### src/rtl/flit_rx_depacketizer_pkg.sv
// Shared definitions for the flit receive path: flit field layout helpers and FSM state codes.
package flit_rx_depacketizer_pkg;

    localparam logic ST_COLLECT = 1'b0;
    localparam logic ST_PRESENT = 1'b1;

    localparam int unsigned DATA_LSB = 0;

    function automatic int unsigned vc_bits_f(input int unsigned num_vcs);
        return (num_vcs > 1) ? $clog2(num_vcs) : 1;
    endfunction

    // Flit layout, MSB first: {valid, tail, dest, vc, data}
    function automatic int unsigned flit_w_f(input int unsigned dest_bits,
                                             input int unsigned num_vcs,
                                             input int unsigned data_w);
        return 2 + dest_bits + vc_bits_f(num_vcs) + data_w;
    endfunction

    function automatic int unsigned valid_bit_f(input int unsigned flit_w);
        return flit_w - 1;
    endfunction

    function automatic int unsigned tail_bit_f(input int unsigned flit_w);
        return flit_w - 2;
    endfunction

    function automatic int unsigned vc_lsb_f(input int unsigned data_w);
        return data_w;
    endfunction

    function automatic int unsigned dest_lsb_f(input int unsigned data_w,
                                               input int unsigned num_vcs);
        return data_w + vc_bits_f(num_vcs);
    endfunction

endpackage

### src/rtl/flit_rx_depacketizer_rx_flit_fifo.sv
// Synchronous flit FIFO with occupancy output; a push while full is dropped unless a pop
// frees the slot on the same edge.
module rx_flit_fifo
    import flit_rx_depacketizer_pkg::*;
#(
    parameter int unsigned WIDTH = 35,
    parameter int unsigned DEPTH = 8
) (
    input  logic                       CLK,
    input  logic                       nreset,
    input  logic                       push,
    input  logic                       pop,
    input  logic [WIDTH-1:0]           wdata,
    output logic [WIDTH-1:0]           rdata,
    output logic [$clog2(DEPTH):0]     level,
    output logic                       full,
    output logic                       empty
);

    localparam int unsigned AW = $clog2(DEPTH);

    logic [WIDTH-1:0] mem [DEPTH];
    logic [AW-1:0]    wr_ptr_q;
    logic [AW-1:0]    rd_ptr_q;
    logic [AW:0]      level_q;
    logic             do_push;
    logic             do_pop;

    assign full    = (level_q == (AW+1)'(DEPTH));
    assign empty   = (level_q == '0);
    assign level   = level_q;
    assign rdata   = mem[rd_ptr_q];
    assign do_pop  = pop && !empty;
    assign do_push = push && (!full || do_pop);

    always_ff @(posedge CLK or negedge nreset) begin
        if (!nreset) begin
            wr_ptr_q <= '0;
            rd_ptr_q <= '0;
            level_q  <= '0;
        end else begin
            if (do_push) begin
                wr_ptr_q <= wr_ptr_q + 1'b1;
            end
            if (do_pop) begin
                rd_ptr_q <= rd_ptr_q + 1'b1;
            end
            if (do_push && !do_pop) begin
                level_q <= level_q + 1'b1;
            end else if (do_pop && !do_push) begin
                level_q <= level_q - 1'b1;
            end
        end
    end

    always_ff @(posedge CLK) begin
        if (do_push) begin
            mem[wr_ptr_q] <= wdata;
        end
    end

endmodule

### src/rtl/flit_rx_depacketizer.sv
// NoC receive stage: buffers ejected flits, returns credits and reassembles BLOCK_W-bit blocks.
// Define RX_LEN_CHECK_EN to enforce tail-on-last-flit framing and report len_err.
module flit_rx_depacketizer
    import flit_rx_depacketizer_pkg::*;
#(
    parameter int unsigned DATA_W    = 32,
    parameter int unsigned NUM_VCS   = 2,
    parameter int unsigned DEST_BITS = 2,
    parameter int unsigned BUF_DEPTH = 8,
    parameter int unsigned BLOCK_W   = 1024
) (
    input  logic                                            CLK,
    input  logic                                            nreset,
    input  logic [flit_w_f(DEST_BITS, NUM_VCS, DATA_W)-1:0] getFlit,
    output logic                                            EN_getFlit,
    output logic [vc_bits_f(NUM_VCS):0]                     putCredits,
    output logic                                            EN_putCredits,
    output logic [BLOCK_W-1:0]                              blk_data,
    output logic                                            blk_valid,
    input  logic                                            blk_ready,
    output logic [$clog2(BUF_DEPTH):0]                      fifo_level,
    output logic                                            ovf_err,
    output logic                                            len_err
);

    localparam int unsigned VC_BITS   = vc_bits_f(NUM_VCS);
    localparam int unsigned FLIT_W    = flit_w_f(DEST_BITS, NUM_VCS, DATA_W);
    localparam int unsigned VALID_BIT = valid_bit_f(FLIT_W);
    localparam int unsigned TAIL_BIT  = tail_bit_f(FLIT_W);
    localparam int unsigned VC_LSB    = vc_lsb_f(DATA_W);
    localparam int unsigned DEST_LSB  = dest_lsb_f(DATA_W, NUM_VCS);
    localparam int unsigned ENT_W     = 1 + VC_BITS + DATA_W;
    localparam int unsigned FPB       = BLOCK_W / DATA_W;
    localparam int unsigned CNT_W     = (FPB > 1) ? $clog2(FPB) : 1;
    localparam logic [CNT_W-1:0] CNT_LAST = CNT_W'(FPB - 1);

    logic               push;
    logic               pop;
    logic               full;
    logic               empty;
    logic [ENT_W-1:0]   wr_ent;
    logic [ENT_W-1:0]   rd_ent;
    logic               rd_tail;
    logic [VC_BITS-1:0] rd_vc;
    logic [DATA_W-1:0]  rd_data;
    logic               last;
    logic               len_bad;

    logic               en_q;
    logic               cred_v_q;
    logic [VC_BITS-1:0] cred_vc_q;
    logic [BLOCK_W-1:0] blk_q;
    logic               state_q;
    logic [CNT_W-1:0]   cnt_q;
    logic               ovf_q;

    assign push    = getFlit[VALID_BIT];
    assign wr_ent  = {getFlit[TAIL_BIT], getFlit[VC_LSB +: VC_BITS], getFlit[DATA_LSB +: DATA_W]};
    assign rd_tail = rd_ent[ENT_W-1];
    assign rd_vc   = rd_ent[DATA_W +: VC_BITS];
    assign rd_data = rd_ent[DATA_W-1:0];
    assign pop     = (state_q == ST_COLLECT) && !empty;
    assign last    = (cnt_q == CNT_LAST);

    // Destination is resolved by the network; nothing to do with it here.
    logic unused_dest;
    assign unused_dest = ^getFlit[DEST_LSB +: DEST_BITS];

    rx_flit_fifo #(
        .WIDTH (ENT_W),
        .DEPTH (BUF_DEPTH)
    ) u_fifo (
        .CLK    (CLK),
        .nreset (nreset),
        .push   (push),
        .pop    (pop),
        .wdata  (wr_ent),
        .rdata  (rd_ent),
        .level  (fifo_level),
        .full   (full),
        .empty  (empty)
    );

`ifdef RX_LEN_CHECK_EN
    logic len_err_q;

    always_comb begin
        len_bad = 1'b0;
        if (pop) begin
            len_bad = (rd_tail != last);
        end
    end

    always_ff @(posedge CLK or negedge nreset) begin
        if (!nreset) begin
            len_err_q <= 1'b0;
        end else if (len_bad) begin
            len_err_q <= 1'b1;
        end
    end

    assign len_err = len_err_q;
`else
    logic unused_tail;
    assign unused_tail = rd_tail;
    assign len_bad     = 1'b0;
    assign len_err     = 1'b0;
`endif

    always_ff @(posedge CLK or negedge nreset) begin
        if (!nreset) begin
            en_q      <= 1'b0;
            cred_v_q  <= 1'b0;
            cred_vc_q <= '0;
            blk_q     <= '0;
            state_q   <= ST_COLLECT;
            cnt_q     <= '0;
            ovf_q     <= 1'b0;
        end else begin
            en_q      <= 1'b1;
            cred_v_q  <= pop;
            cred_vc_q <= pop ? rd_vc : '0;
            if (push && full && !pop) begin
                ovf_q <= 1'b1;
            end
            if (state_q == ST_COLLECT) begin
                if (pop) begin
                    // A framing error drops the partial block but the flit's credit still returns.
                    if (len_bad) begin
                        cnt_q <= '0;
                    end else begin
                        blk_q <= {blk_q[BLOCK_W-DATA_W-1:0], rd_data};
                        if (last) begin
                            cnt_q   <= '0;
                            state_q <= ST_PRESENT;
                        end else begin
                            cnt_q <= cnt_q + 1'b1;
                        end
                    end
                end
            end else if (blk_ready) begin
                state_q <= ST_COLLECT;
            end
        end
    end

    assign EN_getFlit    = en_q;
    assign EN_putCredits = cred_v_q;
    assign putCredits    = {cred_v_q, cred_vc_q};
    assign blk_data      = blk_q;
    assign blk_valid     = (state_q == ST_PRESENT);
    assign ovf_err       = ovf_q;

endmodule

### config.mk
export PLATFORM = sky130hd
export DESIGN_NAME = flit_rx_depacketizer
export DESIGN_NICKNAME = d
export VERILOG_FILES = /design/src/rtl/flit_rx_depacketizer_pkg.sv /design/src/rtl/flit_rx_depacketizer_rx_flit_fifo.sv /design/src/rtl/flit_rx_depacketizer.sv
export SDC_FILE = /design/constraint.sdc
export NUM_CORES = 2
export LEC_CHECK = 0
export BUFFER_PORTS_ARGS = -buffer_cell sky130_fd_sc_hd__buf_2
export CAP_MARGIN = 20
export CORE_AREA = 8 8 407 409
export DETAILED_ROUTE_END_ITERATION = 7
export DIE_AREA = 0 0 415 417
export PLACE_DENSITY = 0.57
export SLEW_MARGIN = 20
export SYNTH_ARGS = -nofsm -noshare
export SYNTH_HDL_FRONTEND = slang
export SYNTH_SLANG_ARGS = --single-unit
### constraint.sdc
create_clock -name CLK -period 5.57 [get_ports CLK]
set_input_delay 1.114 -clock CLK [delete_from_list [all_inputs] [get_ports CLK]]
set_output_delay 1.114 -clock CLK [all_outputs]
set_load 0.02 [all_outputs]
==> flow_metrics.py <==
metrics = {
    "critical_path": {
        "crit_chain": "nor4_2, or2_4, buf_12, buf_12, nand2_1, nand2_1",
        "max_stage_delay_ns": 0.58,
        "cp-end-kind": "flop",
        "path_depth": 6,
        "reg2reg_slack_ns": 2.34,
        "r2r-end": "blk_data[579]",
        "crit_path_start_kind": "flop",
        "critPathSlowestCell": "buf_12",
        "rr_worst_depth": 6,
        "worst-path-buf-inv": 2,
        "path_class": "flop to flop",
        "worstPathRequired_ns": 6.25,
        "reg2reg_from": "u_fifo.level[0]",
        "critPathTopFamily": "simple AND/OR/NAND/NOR gates",
        "arrival_ns": 3.91,
        "crit_path_max_fanout": 224,
    },
    "synthesis": {
        "synth_compound_area_frac": 0.0114,
        "synth_top_family_by_area": "simple AND/OR/NAND/NOR gates",
        "synthDistinctLibCells": 36,
        "synth.area.top_cells": "dfrtp_1 53%, nand2_1 23%, edfxtp_1 16%",
        "yosys.area_share.xor_xnor": 0.00107,
        "synth_edf_count": 264,
        "syn_area_per_cell_um2": 10.0,
        "seq_area_frac_synth": 0.691,
        "synth-simple-area-share": 0.239,
        "synthesis.area_um2": 49300,
        "synth-seq-cells": 1308,
        "synth_mux_area_frac": 0.0280,
        "synthAdderAreaFrac": 0.00218,
        "async_flop_share": 0.798,
        "syn_nets": 4969,
        "synth_top_area_share": 0.530,
        "syn_inst": 4921,
        "synthFlopType": "dfrtp_1",
        "yosys.area.top_type": "dfrtp_1",
        "yosysWarnings": 0,
    },
    "drt": {
        "wl_per_cell_um": 21.8,
        "viasPerCell": 4.62,
        "drtAntennaViolNets": 0,
        "drt-total-wl_um": 177000,
        "dr.pass1.iters": 5,
        "via_count": 37700,
        "drc": 0,
        "drt_iter0_drc": 3933,
    },
    "die": {
        "core_area_um2": 159000,
        "start_util": 0.309,
        "io_pins": 1075,
        "dieArea_um2": 173000,
        "die_w_um": 415,
        "num_rows": 147,
        "die_h_um": 417,
    },
    "cts": {
        "cts_root_buffer": "clkbuf_16",
        "post-cts-setup-buffer-count": 0,
        "clk_latency_ns": 0.80,
        "cts_tree": "built",
        "cts_made_buffers": 147,
        "clkTransAtPathRegs_ns": 0.06,
        "clock_path_buffers": 3,
        "cts_resized": 0,
        "postCtsHoldBufs": 0,
        "htree_levels": 4,
        "clock-sinks": 1308,
    },
    "placement": {
        "io_buffers": 1070,
        "gp_congestion": 0.882,
        "pre_cts_slack_ns": 1.94,
        "place_inst": 7874,
        "dp.final_hpwl_um": 128000,
    },
    "timing": {
        "finalCritPeriodShare": 0.579,
        "rsz0062_at_grt": "no",
        "tns_ns": 0,
        "timing.fmax_mhz": 310,
        "slew_violations": 0,
        "whs_ns": 0.345,
        "finalSetupViolCount": 0,
        "tightest_slew_ns": 1.23,
        "min_period_ns": 3.23,
        "clock_skew_ns": 0.0619,
        "relSlewSlack": 0.182,
        "worst_slack_ns": 2.34,
        "hold_violations": 0,
    },
    "power_and_ir_drop": {
        "p_leak_nw": 32.9,
        "ir_drop_v": 0.000443,
        "power_density_nw_per_um2": 741,
    },
    "global_routing": {
        "gr-total-overflow": 0,
        "grt_usage": 0.196,
        "grt_pass1_wl_um": 256000,
        "grt_pass1_vias": 36500,
        "grt_max_degree": 257,
        "antenna_found_initial": 21,
    },
    "finish": {
        "syn2layout_area_growth_pct": 25.5,
        "drive_above_1_share": 0.228,
        "fin_nets": 5985,
        "finalNonFillerCells": 8154,
    },
    "outcome": {
        "run_status": "complete, no violations",
    },
    "flow_run": {
        "cap_violations": 0,
    },
    "hold_path": {
        "worstHoldPathType": "input pin to async pin",
    },
}
[through the flow]
| step | util | total power [W] | cell area (um2) |
|---|---|---|---|
| floorplan | - | 0.0274 | 49300 |
| global placement | 0.356 | 0.0359 | 56700 |
| detailed placement | 0.356 | 0.0362 | 56700 |
| CTS | 0.388 | 0.0464 | 61800 |
| global route | 0.388 | 0.0485 | 61800 |
| finish | 0.388 | 0.0458 | 61800 |
[report_power, final]
part           switching, W  internal (W)
logic                0.0133       0.00498
registers           0.00375        0.0137
clock network       0.00422       0.00587
total                0.0213        0.0245
[cells in the mapped netlist, types with 3 or more instances]
cell      number
a22oi_1       64
nor3_1         8
nor2_1         8
nand2b_1       3
buf_2        228
inv_1          3
edfxtp_1     264
nand2_1     3059
ha_1           7
buf_4         12
dfrtp_1     1044
xnor2_1        5
nand3_1       33
o21ai_0        5
clkbuf_1      21
mux2i_1      131
[worst max-delay path by stage]
stage          slack [ns]                end             from
2_1_floorplan        1.15   u_fifo.mem[1][0]      getFlit[36]
3_3_place_gp         1.97  u_fifo.mem[2][30]      getFlit[36]
3_5_place_dp         1.94  u_fifo.mem[3][12]      getFlit[36]
4_1_cts              2.41      blk_data[693]  u_fifo.level[0]
5_1_grt              2.12      blk_data[632]  u_fifo.level[0]
6_report             2.34      blk_data[579]  u_fifo.level[0]
[layout by cell type (no fill, tap or decap), types with 3 or more instances in the layout]
| cell | synthesis | final |
|---|---|---|
| inv_16 | 0 | 4 |
| nor2_4 | 0 | 7 |
| diode_2 | 0 | 8 |
| clkbuf_8 | 0 | 24 |
| nand2b_1 | 3 | 3 |
| clkinvlp_4 | 0 | 4 |
| buf_2 | 228 | 1069 |
| nand3_1 | 33 | 33 |
| inv_1 | 3 | 3 |
| nor3_1 | 8 | 6 |
| clkinv_1 | 0 | 3 |
| dfrtp_1 | 1044 | 1043 |
| clkbuf_16 | 0 | 147 |
| mux2i_1 | 131 | 131 |
| clkinv_2 | 0 | 24 |
| clkbuf_1 | 21 | 38 |
| nand2_1 | 3059 | 3059 |
| edfxtp_1 | 264 | 264 |
| bufinv_16 | 0 | 12 |
| inv_6 | 0 | 3 |
| buf_4 | 12 | 43 |
| ha_1 | 7 | 7 |
| a22oi_1 | 64 | 64 |
| buf_12 | 0 | 17 |
| o21ai_0 | 5 | 5 |
| clkinv_16 | 0 | 11 |
| xnor2_1 | 5 | 5 |
[state kept, by name (all words and copies together), names as in the netlist]
| register | cells |
|---|---|
| u_fifo.rd_ptr_q | 3 |
| blk_data | 1024 |
| EN_putCredits | 1 |
| u_fifo.mem | 264 |
| cred_vc_q | 1 |
| cnt_q | 5 |
| blk_valid | 1 |
| u_fifo.wr_ptr_q | 3 |
| EN_getFlit | 1 |
| ovf_err | 1 |
| u_fifo.level | 4 |
[per-layer routing]
| metal | up-vias | track usage | share of wire |
|---|---|---|---|
| li1 | 17400 | - | - |
| met1 | 18700 | 0.243 | 0.40 |
| met2 | 1200 | 0.320 | 0.48 |
| met3 | 317 | 0.0565 | 0.073 |
| met4 | 8 | 0.0839 | 0.045 |
| met5 | - | 0 | 0.00028 |
[cell type report]
cell class	count	area, um2
Antenna cell	8	20.0
Clock buffer	209	4150
Clock inverter	63	976
Fill cell	15800	97400
Inverter	4	22.5
Multi-Input combinational cell	3346	14000
Sequential cell	1308	34100
Tap cell	2086	2610
Timing Repair Buffer	1130	6030
[cell families (layout without fill, tap and decap cells)]
logic type,Yosys count,in the layout
other,2,10
muxes,135,135
xor gates and xnor gates,6,6
AOI/OAI and AO/OA,77,77
buffers and inverters,267,1406
DFF,1308,1308
adders and majority gates,8,8
and+or+nand+nor,3118,3118
No activity file was read; power rests on OpenSTA's default activity.
